### config.mk
export PLATFORM = sky130hd
export DESIGN_NAME = alu_seq
export DESIGN_NICKNAME = d
export VERILOG_FILES = /design/src/rtl/alu_seq.sv
export SDC_FILE = /design/constraint.sdc
export NUM_CORES = 1
export LEC_CHECK = 0
export ABC_AREA = 1
export BUFFER_PORTS_ARGS = -buffer_cell sky130_fd_sc_hd__buf_2
export CAP_MARGIN = 20
export CORE_MARGIN = 1
export CORE_UTILIZATION = 60
export CTS_BUF_LIST = sky130_fd_sc_hd__clkbuf_8
export DETAILED_ROUTE_END_ITERATION = 7
export PLACE_DENSITY = 0.79
export SYNTH_ARGS = -nofsm -noshare
export SYNTH_HDL_FRONTEND = slang
export SYNTH_SLANG_ARGS = --single-unit
### constraint.sdc
create_clock -name clk -period 4.45 [get_ports clk]
set_input_delay 0.89 -clock clk [delete_from_list [all_inputs] [get_ports clk]]
set_output_delay 0.89 -clock clk [all_outputs]
set_load 0.02 [all_outputs]
### src/rtl/alu_seq.sv
// rtl/alu_seq.sv - command sequencer with an 8x16 register file in front of a 16-bit ALU
// Accepts one command at a time, drives the ALU in EXEC, captures and writes back, then responds.
module alu_seq #(
   parameter int DATA_W = 16,
   parameter int NREG   = 8,
   parameter int REG_AW = 3
) (
   input  logic              clk,
   input  logic              rst_n,

   input  logic              cmd_valid,
   output logic              cmd_ready,
   input  logic [3:0]        cmd_op,
   input  logic [REG_AW-1:0] cmd_dst,
   input  logic [REG_AW-1:0] cmd_srca,
   input  logic [REG_AW-1:0] cmd_srcb,
   input  logic [DATA_W-1:0] cmd_imm,

   output logic [DATA_W-1:0] a,
   output logic [DATA_W-1:0] b,
   output logic [3:0]        op,
   input  logic [DATA_W-1:0] result,
   input  logic              carry,
   input  logic              zero,

   output logic              rsp_valid,
   input  logic              rsp_ready,
   output logic [DATA_W-1:0] rsp_data,
   output logic              rsp_carry,
   output logic              rsp_zero,

   output logic              flag_c,
   output logic              flag_z
);

   localparam logic [1:0] S_IDLE = 2'b00;
   localparam logic [1:0] S_EXEC = 2'b01;
   localparam logic [1:0] S_RESP = 2'b10;

   localparam logic [3:0] OP_READ  = 4'b1110;
   localparam logic [3:0] OP_LOADI = 4'b1111;

   logic [1:0]        state;
   logic [1:0]        state_nxt;

   logic [3:0]        op_q;
   logic [REG_AW-1:0] dst_q;
   logic [REG_AW-1:0] srca_q;
   logic [REG_AW-1:0] srcb_q;
   logic [DATA_W-1:0] imm_q;

   logic [DATA_W-1:0] rf [NREG];

   logic              cmd_fire;
   logic              rsp_fire;
   logic              in_exec;
   logic              is_alu;
   logic              is_read;
   logic              is_loadi;
   logic [DATA_W-1:0] rd_a;
   logic [DATA_W-1:0] rd_b;
   logic [DATA_W-1:0] wr_data;

   assign cmd_ready = (state == S_IDLE);
   assign rsp_valid = (state == S_RESP);
   assign cmd_fire  = cmd_valid && cmd_ready;
   assign rsp_fire  = rsp_valid && rsp_ready;
   assign in_exec   = (state == S_EXEC);

   assign is_read  = (op_q == OP_READ);
   assign is_loadi = (op_q == OP_LOADI);
   assign is_alu   = !is_read && !is_loadi;

   // Sources are read combinationally, so a DST that aliases a source still sees the old value.
   assign rd_a    = rf[srca_q];
   assign rd_b    = rf[srcb_q];
   assign wr_data = is_loadi ? imm_q : result;

   always_comb begin
      a  = '0;
      b  = '0;
      op = 4'b0000;
      if (in_exec && is_alu) begin
         a  = rd_a;
         b  = rd_b;
         op = op_q;
      end
   end

   always_comb begin
      state_nxt = state;
      case (state)
         S_IDLE:  if (cmd_fire) state_nxt = S_EXEC;
         S_EXEC:  state_nxt = S_RESP;
         S_RESP:  if (rsp_fire) state_nxt = S_IDLE;
         default: state_nxt = S_IDLE;
      endcase
   end

   always_ff @(posedge clk or negedge rst_n) begin
      if (!rst_n) begin
         state <= S_IDLE;
      end else begin
         state <= state_nxt;
      end
   end

   always_ff @(posedge clk or negedge rst_n) begin
      if (!rst_n) begin
         op_q   <= 4'b0000;
         dst_q  <= '0;
         srca_q <= '0;
         srcb_q <= '0;
         imm_q  <= '0;
      end else if (cmd_fire) begin
         op_q   <= cmd_op;
         dst_q  <= cmd_dst;
         srca_q <= cmd_srca;
         srcb_q <= cmd_srcb;
         imm_q  <= cmd_imm;
      end
   end

   always_ff @(posedge clk or negedge rst_n) begin
      if (!rst_n) begin
         for (int i = 0; i < NREG; i++) begin
            rf[i] <= '0;
         end
      end else if (in_exec && !is_read) begin
         rf[dst_q] <= wr_data;
      end
   end

   // Response fields and architectural flags are captured once, at the end of EXEC.
   always_ff @(posedge clk or negedge rst_n) begin
      if (!rst_n) begin
         rsp_data  <= '0;
         rsp_carry <= 1'b0;
         rsp_zero  <= 1'b0;
         flag_c    <= 1'b0;
         flag_z    <= 1'b0;
      end else if (in_exec) begin
         if (is_loadi) begin
            rsp_data  <= imm_q;
            rsp_carry <= 1'b0;
            rsp_zero  <= (imm_q == '0);
         end else if (is_read) begin
            rsp_data  <= rd_a;
            rsp_carry <= 1'b0;
            rsp_zero  <= (rd_a == '0);
         end else begin
            rsp_data  <= result;
            rsp_carry <= carry;
            rsp_zero  <= zero;
            flag_c    <= carry;
            flag_z    <= zero;
         end
      end
   end

endmodule

==> flow_summary.ini <==
[pwr]
p_leak_nw = 5.16
p_per_area_nw_per_um2 = 792
irDropWorstVdd_mv = 0.486

[clocking]
ctsHoldBuffers = 0
clockBufferDepth = 2
htree_levels = 4
cts_tree = done
cts.clk_slew.worst_paths_ns = 0.11
post_cts_buffers = 0
insertion_delay_ns = 0.50
cts_root_buffer = clkbuf_8
clkSinkCount = 179
ctsResizeCount = 0
cts-buffers-inserted = 17

[yosys]
yosysWarnings = 0
ys.flop_type = dfrtp_1
yosysSeqAreaShare_pct = 46.1
synth_seq_cells = 179
synth-xor-area-share_pct = 0
synth_edf_count = 0
syn_inst = 1302
synthAdderAreaFrac_pct = 0
yosys.area_share.simple_pct = 22.2
synth_compound_area_share_pct = 20.8
synth.top_cell.area_share_pct = 46.1
syn_area_per_cell_um2 = 7.46
yosys-top-cells-count = nand2_1 (386), o21ai_0 (183), dfrtp_1 (179)
yosysUniqueCellTypes = 29
synth_area_leaders = dfrtp_1 (46%), nand2_1 (15%), o21ai_0 (9.4%), inv_1 (5.6%), a21oi_1 (4.5%)
syn_nets = 1353
synth_area_um2 = 9710
synth_most_common_cell = nand2_1
muxShareOfSynthArea_pct = 0.811
synthArstFlopShare_pct = 100
synth_area_leader_cell = dfrtp_1
synth_top_family_by_area = simple AND/OR/NAND/NOR gates

[grt]
grt_pass1_vias = 8959
track_usage_pct = 38.2
grt_pass1_wl_mm = 48.2
grt_max_degree = 102
grt_remaining_overflow = 0
antenna_found_initial = 0

[worst_setup_path]
cp_top_family = flip-flops
cpPeakStageDelay_ns = 0.87
crit_slowest_cell = dfrtp_2
required_ns = 3.56
startpoint_type = flip-flop
cp_cell_sequence = inv_2, nand2_1, nand3_1, nand2_1, nand2_1, a21oi_1, buf_2
reg2reg_from = srca_q[0]
reg2reg_slack_ns = 1.66
path_max_fanout = 45
cp_num_buf_inv = 2
endpoint_kind = output port
critPathMostFrequentCell = nand2_1
reg2reg_depth = 11
critical_path_class = flip-flop to output port
worstReg2RegEnd = rsp_zero
worstPathArrival_ns = 2.96

[hold_path]
min_path_cells = 2
hold_path_startpoint = rsp_zero
whs_endpoint = rsp_zero
hp-class = flip-flop to flip-flop

[placement]
port_buffers = 108
placed_area_um2 = 10400
detailed_place_hpwl_mm = 20.7
gp_congestion = 0.927
placedCellCount = 1568

[floorplanning]
fp.dieH_um = 129
die_area_um2 = 16700
ios = 109
rows = 46
dieWidth_um = 129
initial_core_util_pct = 61.4
placeableCoreArea_um2 = 15800

[drt]
vias = 9677
first_pass_iters = 8
wire_per_inst_um = 19.2
ant_nets = 0
routed_wirelength_mm = 30.8
routed_via_density = 6.05
drt_iter0_drc = 1304
drc_errors = 0

[layout]
nFillCells = 1327
utilization_pct = 68.1
syn_to_final_growth_pct = 11.0
antenna_cells = 0
design_area_um2 = 10800
layoutNonFillerInstCount = 1600
drive_above_1_share_pct = 14.5
finalNetCount = 1422

[sta]
fmax_mhz = 260
max-slew-margin-rel_pct = 30.6
slew_violations = 0
setup_viol = 0
rsz0062_at_grt = false
finalCritPeriodShare_pct = 86.5
holdWs_ns = 0.493
tns_ns = 0
finalHoldViolations = 0
worst_slew_pin_slew_ns = 1.04
clock_skew_ns = 0.0195
finalCriticalPeriod_ns = 3.85

[status]
outcome = complete, no violations

[job]
cap_violations = 0
## per-layer routing
metal | up-vias | global-route usage, % | wire length, um
met1 | 4496 | 51.7 | 12200
li1 | 4394 | - | -
met5 | - | 0 | 0
met4 | 0 | 22.1 | 1870
met3 | 131 | 7.51 | 3060
met2 | 656 | 57.6 | 13700
## cell usage in the layout, fill, tap and decap left out, drive strengths merged
cell    count
nand4       1
nor3        6
clkinv      7
nor4        8
a211oi     16
a31oi       7
a21oi      88
mux2        7
nor2       37
bufinv      1
nand3      74
buf       139
dfrtp     179
o21ai     205
inv       160
a311oi     16
clkbuf     17
o211ai     20
nand2     387
a221oi      8
o21bai      1
## power breakdown
| group | switching, mW | internal, mW | total (mW) | leakage (nW) |
|---|---|---|---|---|
| sequential | 0.537 | 2.43 | 2.97 | 2.08 |
| clock | 0.698 | 0.470 | 1.17 | 0.204 |
| combinational | 3.09 | 1.32 | 4.41 | 2.87 |
| total | 4.33 | 4.21 | 8.54 | 5.16 |
## worst reg2reg max path, cell delays in order, from the launching register on
cell,delay (ns)
dfrtp_2,0.70
inv_2,0.77
nand2_1,0.14
nand3_1,0.10
nand3_1,0.22
nand2_1,0.18
nand2_1,0.07
nor2_1,0.13
nand3_1,0.12
o21bai_1,0.16
nand2_1,0.08
nand2_1,0.06
## metrics by stage
step	setup slack, ns	power, mW
after floorplan	1.85	5.85
after global placement	1.27	7.15
after detailed placement	1.28	7.24
after CTS	0.717	8.40
after global routing	0.518	9.08
final	0.600	8.54
## worst max-delay path by stage
stage,from,to,slack [ns],cells after the start
2_1_floorplan,op_q[3],b[0],1.85,6
3_3_place_gp,srca_q[0],a[11],1.27,7
3_5_place_dp,srca_q[0],a[11],1.28,7
4_1_cts,srca_q[0],a[11],0.72,7
5_1_grt,srca_q[0],a[11],0.52,7
6_report,srca_q[0],a[11],0.60,7
## sequential cells by signal, summed over array words and instances, names as in the netlist
signal	cells
rsp_carry	1
flag_z	1
rsp_data	16
state	2
dst_q	3
rsp_zero	1
flag_c	1
srcb_q	3
imm_q	16
op_q	4
rf	128
srca_q	3
## final cells by class
cell class              count  area (um2)  area share (%)
well taps                 216         270            2.51
clock inverters            15         165            1.53
inverters                 153         574            5.33
flip-flops and latches    179        4480            41.6
clock buffers              17         234            2.17
multi-input cells         881        4280            39.7
repair buffers            139         779            7.23
## kinds of logic after synthesis
logic type | after synthesis
flip-flops | 179
AND/OR/NAND/NOR | 513
buffers and inverters | 242
multiplexers | 7
AO/OA/AOI/OAI | 361
Note: power is estimated with default switching activity, not from simulation.
